## config.mk

```make
export PLATFORM = sky130hd
export DESIGN_NAME = jamma_joy_mux
export DESIGN_NICKNAME = d
export VERILOG_FILES = /design/src/rtl/jamma_joy_mux.sv
export SDC_FILE = /design/constraint.sdc
export NUM_CORES = 1
export LEC_CHECK = 0
export ABC_AREA = 1
export CAP_MARGIN = 20
export CORE_MARGIN = 8
export CORE_UTILIZATION = 35
export CTS_CLUSTER_DIAMETER = 60
export DETAILED_ROUTE_END_ITERATION = 8
export PLACE_DENSITY = 0.62
export SYNTH_ARGS = -nofsm -noshare
export SYNTH_HDL_FRONTEND = slang
export SYNTH_SLANG_ARGS = --single-unit
export TNS_END_PERCENT = 50
```

## constraint.sdc

```tcl
create_clock -name CLK -period 3.81 [get_ports CLK]
set_input_delay 1.143 -clock CLK [delete_from_list [all_inputs] [get_ports CLK]]
set_output_delay 1.143 -clock CLK [all_outputs]
set_load 0.01 [all_outputs]
```

## src/rtl/jamma_joy_mux.sv

```systemverilog
// JAMMA player-1/player-2 joystick demultiplexer with per-player and coin debouncing.
// Optional build macro JAMMA_DB9_MERGE_EN folds the local DB9 joystick into player 1.

module jamma_joy_deb #(
  parameter int W         = 8,
  parameter int DEB_COUNT = 3
) (
  input  logic         clk,
  input  logic         rst_n,
  input  logic         capture,
  input  logic [W-1:0] din,
  output logic [W-1:0] dout
);

  localparam logic [3:0] DEB_MAX = 4'(DEB_COUNT);

  logic [W-1:0] samp;
  logic [3:0]   stab_cnt;
  logic         upd;

  // Output follows one cycle after the capture that reaches a full stable run.
  always_ff @(posedge clk or negedge rst_n) begin
    if (!rst_n) begin
      samp     <= '1;
      stab_cnt <= 4'd0;
      upd      <= 1'b0;
      dout     <= '1;
    end else begin
      upd <= capture;
      if (capture) begin
        samp <= din;
        if (din == samp) begin
          if (stab_cnt != DEB_MAX) stab_cnt <= stab_cnt + 4'd1;
        end else begin
          stab_cnt <= 4'd0;
        end
      end
      if (upd && (stab_cnt == DEB_MAX)) dout <= samp;
    end
  end

endmodule

// state     | meaning
// P1_SETTLE | JSELECT=0, waiting for the splitter to settle on player 1
// P1_SAMPLE | capture player-1 bus
// P2_SETTLE | JSELECT=1, waiting for the splitter to settle on player 2
// P2_SAMPLE | capture player-2 bus; O_VALID follows next cycle
module jamma_joy_mux #(
  parameter int SETTLE_CYCLES = 8,
  parameter int DEB_COUNT     = 3
) (
  input  logic       CLK,
  input  logic       RESET_N,
  input  logic [7:0] JJOY,
  input  logic [5:0] JOYSTICK,
  input  logic [1:0] JCOIN,
  output logic       JSELECT,
  output logic [7:0] O_JOY1,
  output logic [7:0] O_JOY2,
  output logic [1:0] O_COIN,
  output logic       O_VALID
);

  localparam logic [1:0] P1_SETTLE = 2'd0;
  localparam logic [1:0] P1_SAMPLE = 2'd1;
  localparam logic [1:0] P2_SETTLE = 2'd2;
  localparam logic [1:0] P2_SAMPLE = 2'd3;

  localparam logic [7:0] SETTLE_LAST = 8'(SETTLE_CYCLES - 1);

  logic [7:0] jjoy_m, jjoy_s;
  logic [5:0] joy_m, joy_s;
  logic [1:0] coin_m, coin_s;

  always_ff @(posedge CLK or negedge RESET_N) begin
    if (!RESET_N) begin
      jjoy_m <= '1;
      jjoy_s <= '1;
      joy_m  <= '1;
      joy_s  <= '1;
      coin_m <= '1;
      coin_s <= '1;
    end else begin
      jjoy_m <= JJOY;
      jjoy_s <= jjoy_m;
      joy_m  <= JOYSTICK;
      joy_s  <= joy_m;
      coin_m <= JCOIN;
      coin_s <= coin_m;
    end
  end

  logic [1:0] state, next_state;
  logic [7:0] settle_cnt;

  always_comb begin
    next_state = state;
    case (state)
      P1_SETTLE: if (settle_cnt == SETTLE_LAST) next_state = P1_SAMPLE;
      P1_SAMPLE: next_state = P2_SETTLE;
      P2_SETTLE: if (settle_cnt == SETTLE_LAST) next_state = P2_SAMPLE;
      P2_SAMPLE: next_state = P1_SETTLE;
      default:   next_state = P1_SETTLE;
    endcase
  end

  // JSELECT is derived from the next state so it is registered yet aligned with state.
  always_ff @(posedge CLK or negedge RESET_N) begin
    if (!RESET_N) begin
      state      <= P1_SETTLE;
      settle_cnt <= 8'd0;
      JSELECT    <= 1'b0;
      O_VALID    <= 1'b0;
    end else begin
      state   <= next_state;
      JSELECT <= next_state[1];
      O_VALID <= (state == P2_SAMPLE);
      if ((state == P1_SAMPLE) || (state == P2_SAMPLE)) begin
        settle_cnt <= 8'd0;
      end else if (settle_cnt != 8'hFF) begin
        settle_cnt <= settle_cnt + 8'd1;
      end
    end
  end

  logic [7:0] p1_src;

`ifdef JAMMA_DB9_MERGE_EN
  assign p1_src = jjoy_s & {2'b11, joy_s};
`else
  logic unused_joy;
  assign unused_joy = &{1'b0, joy_s};
  assign p1_src     = jjoy_s;
`endif

  jamma_joy_deb #(.W(8), .DEB_COUNT(DEB_COUNT)) u_deb_p1 (
    .clk     (CLK),
    .rst_n   (RESET_N),
    .capture (state == P1_SAMPLE),
    .din     (p1_src),
    .dout    (O_JOY1)
  );

  jamma_joy_deb #(.W(8), .DEB_COUNT(DEB_COUNT)) u_deb_p2 (
    .clk     (CLK),
    .rst_n   (RESET_N),
    .capture (state == P2_SAMPLE),
    .din     (jjoy_s),
    .dout    (O_JOY2)
  );

  // Coins are sampled once per full scan, on the O_VALID cycle.
  jamma_joy_deb #(.W(2), .DEB_COUNT(DEB_COUNT)) u_deb_coin (
    .clk     (CLK),
    .rst_n   (RESET_N),
    .capture (O_VALID),
    .din     (coin_s),
    .dout    (O_COIN)
  );

endmodule

```

==> flow_metrics.tcl <==
set metrics [dict create \
    final_common_cell "nand2_1" \
    postCtsSetupRepairBufs 0 \
    fin_setup_tns_ns 0 \
    num_vias 2632 \
    power.leakage_nw 1.97 \
    clock_latency_ns 0.35 \
    grt_usage 0.101 \
    crit_path_max_incr_delay_ns 0.60 \
    rsz0062_at_grt "no" \
    ys_seq_area_frac 0.575 \
    dp.final_hpwl_um 4670 \
    finalCriticalPeriod_ns 2.62 \
    synth_edf_count 0 \
    final_cell_area_um2 4290 \
    cts_tree "built" \
    slew_headroom 0.428 \
    wl_um 6670 \
    wl_per_cell_um 11.3 \
    gr-total-overflow 0 \
    cp-start-kind "flop" \
    cap_violations 0 \
    crit_cells 1 \
    rrSetupSlack_ns 1.69 \
    worstHoldPathType "reg -> reg" \
    synthFlopType "dfstp_2" \
    ioPinCount 38 \
    multi_input_area_um2 1310 \
    fin_util 0.419 \
    crit_arrival_ns 1.47 \
    timing.fmax_mhz 382 \
    grt_max_degree 82 \
    avgSynthCellArea_um2 8.85 \
    antenna_found_initial 0 \
    synth_cells 412 \
    slew_viol_final 0 \
    die_w_um 118 \
    grt_pass1_vias 2640 \
    crit_start "u_deb_p2.upd" \
    p_total_mw 1.58 \
    layout_common_cells "140 x nand2_1, 56 x dfstp_2, 45 x inv_1" \
    detail-route-antenna-nets 0 \
    r2r-start "state[1]" \
    ctsHoldBuffers 0 \
    async_flop_share 1.00 \
    cellPowerDensity_nw_per_um2 368 \
    place_congestion 0.781 \
    finalCritPeriodShare 0.687 \
    tightest_slew_ns 0.859 \
    ir_worst_vdd_mv 0.220 \
    critical_path.top_delay_family "buffers and inverters" \
    r2r_end "settle_cnt[0]" \
    portBuffers 31 \
    cts_resized 0 \
    dp_slack_ns 1.55 \
    setup_viol 0 \
    synth_seq_cells 81 \
    drive_above_1_share 0.205 \
    worst-path-max-fanout 8 \
    holdWs_ns 0.357 \
    worstRegToRegCells 8 \
    timing.final.ws_setup_ns 1.19 \
    placement_rows 37 \
    cts.path.max_buffers 2 \
    yosys_warnings 0 \
    numCtsBuffers 9 \
    ys_types 24 \
    finalHoldViolCount 0 \
    pwr-share-comb 0.057 \
    path_cells "clkdlybuf4s50_1" \
    diodes 0 \
    clkTransAtPathRegs_ns 0.08 \
    clkSinkCount 81 \
    intPower_mw 1.19 \
    core_um2 10200 \
    die_h_um 118 \
    vias_per_cell 4.47 \
    critPathBufInv 1 \
    critPathCapture "O_VALID" \
    seqPwrFrac 0.581 \
    die_area_um2 13900 \
    crit_type "reg -> out" \
    dp_cells 572 \
    h-tree-depth 3 \
    outcome "finished, final reports clean" \
    end_kind "output pin" \
    final_cells 589 \
    drc_errors 0 \
    layout.nets 475 \
    root_buffer "clkbuf_8" \
    dr.pass1.iters 5 \
    placed_area_um2 4080 \
    drt-initial-drc-count 146 \
    switching_share 0.246 \
    syn_to_final_growth_pct 17.7 \
    seqCellArea_um2 2100 \
    synthesis.nets 439 \
    grt_pass1_wl_um 11600 \
    power_switching_mw 0.389 \
    worstPathRequired_ns 2.67 \
    syn_area_um2 3640 \
    start_util 0.356 \
    finalClockSkew_ns 0.00901 \
    cp_slowest_cell "clkdlybuf4s50_1" \
    fillers 1007 \
    pwr-share-clk 0.362 \
]
routing by layer:
layer | wire (um) | vias to the layer above | GRT usage
met5 | 0 | - | 0
met4 | 135 | 0 | 0.0448
met3 | 204 | 11 | 0.0278
met2 | 3180 | 34 | 0.170
met1 | 3150 | 1225 | 0.117
li1 | - | 1362 | -
logic make-up after synthesis:
logic type,Yosys count,synth area share
AND/OR/NAND/NOR,196,0.224
flip-flops,81,0.575
AO/OA/AOI/OAI,53,0.0745
buffers and inverters,61,0.0663
XOR/XNOR,12,0.0288
adder cells (fa/ha/maj),9,0.0309
power by group through the flow:
stage                     sequential, mW  combinational, mW  clock (mW)
after floorplan                    0.927             0.0505           0
after global placement             0.930             0.0865           0
after detailed placement           0.931             0.0879           0
after CTS                          0.917             0.0883       0.591
after global routing               0.920              0.105       0.627
final                              0.917             0.0896       0.571
worst min-delay path by stage:
| stage | from | to | slack (ns) | cells after the start |
|---|---|---|---|---|
| after floorplan | coin_m[0] | coin_s[0] | 0.35 | 0 |
| after global placement | jjoy_m[7] | jjoy_s[7] | 0.35 | 0 |
| after detailed placement | jjoy_m[5] | jjoy_s[5] | 0.35 | 0 |
| after CTS | jjoy_m[5] | jjoy_s[5] | 0.36 | 0 |
| after global routing | coin_m[0] | coin_s[0] | 0.36 | 0 |
| final | jjoy_m[5] | jjoy_s[5] | 0.36 | 0 |
cells in the mapped netlist, types with 4 or more instances:
cell type	number	area [um^2]
nand3_1	12	60.1
nand2_2	5	31.3
inv_2	9	33.8
ha_1	9	113
o21ai_0	30	150
xor2_1	7	61.3
nand4_1	10	62.6
nor2_1	21	78.8
dfstp_2	56	1470
xnor2_1	5	43.8
buf_2	4	20.0
inv_1	45	169
o21ai_1	19	95.1
dfrtp_1	25	626
nand2_1	140	526
nor3_1	4	20.0
layout make-up:
cell class | count | share of cell area
sequential | 81 | 0.489
clock inverter | 6 | 0.00991
clock buffer | 10 | 0.0321
timing repair buffer | 32 | 0.0781
inverter | 54 | 0.0472
tap | 136 | 0.0397
multi-input combinational | 270 | 0.304
sequential cells by signal, summed over array words and instances (netlist names), 4 cells and up:
signal and count:
u_deb_p1.dout 8, u_deb_p1.samp 8, u_deb_p2.dout 8, u_deb_p2.samp 8, jjoy_s 8, u_deb_coin.stab_cnt 4
jjoy_m 8, u_deb_p2.stab_cnt 4, settle_cnt 8, u_deb_p1.stab_cnt 4
No activity file was read; power rests on OpenSTA's default activity.
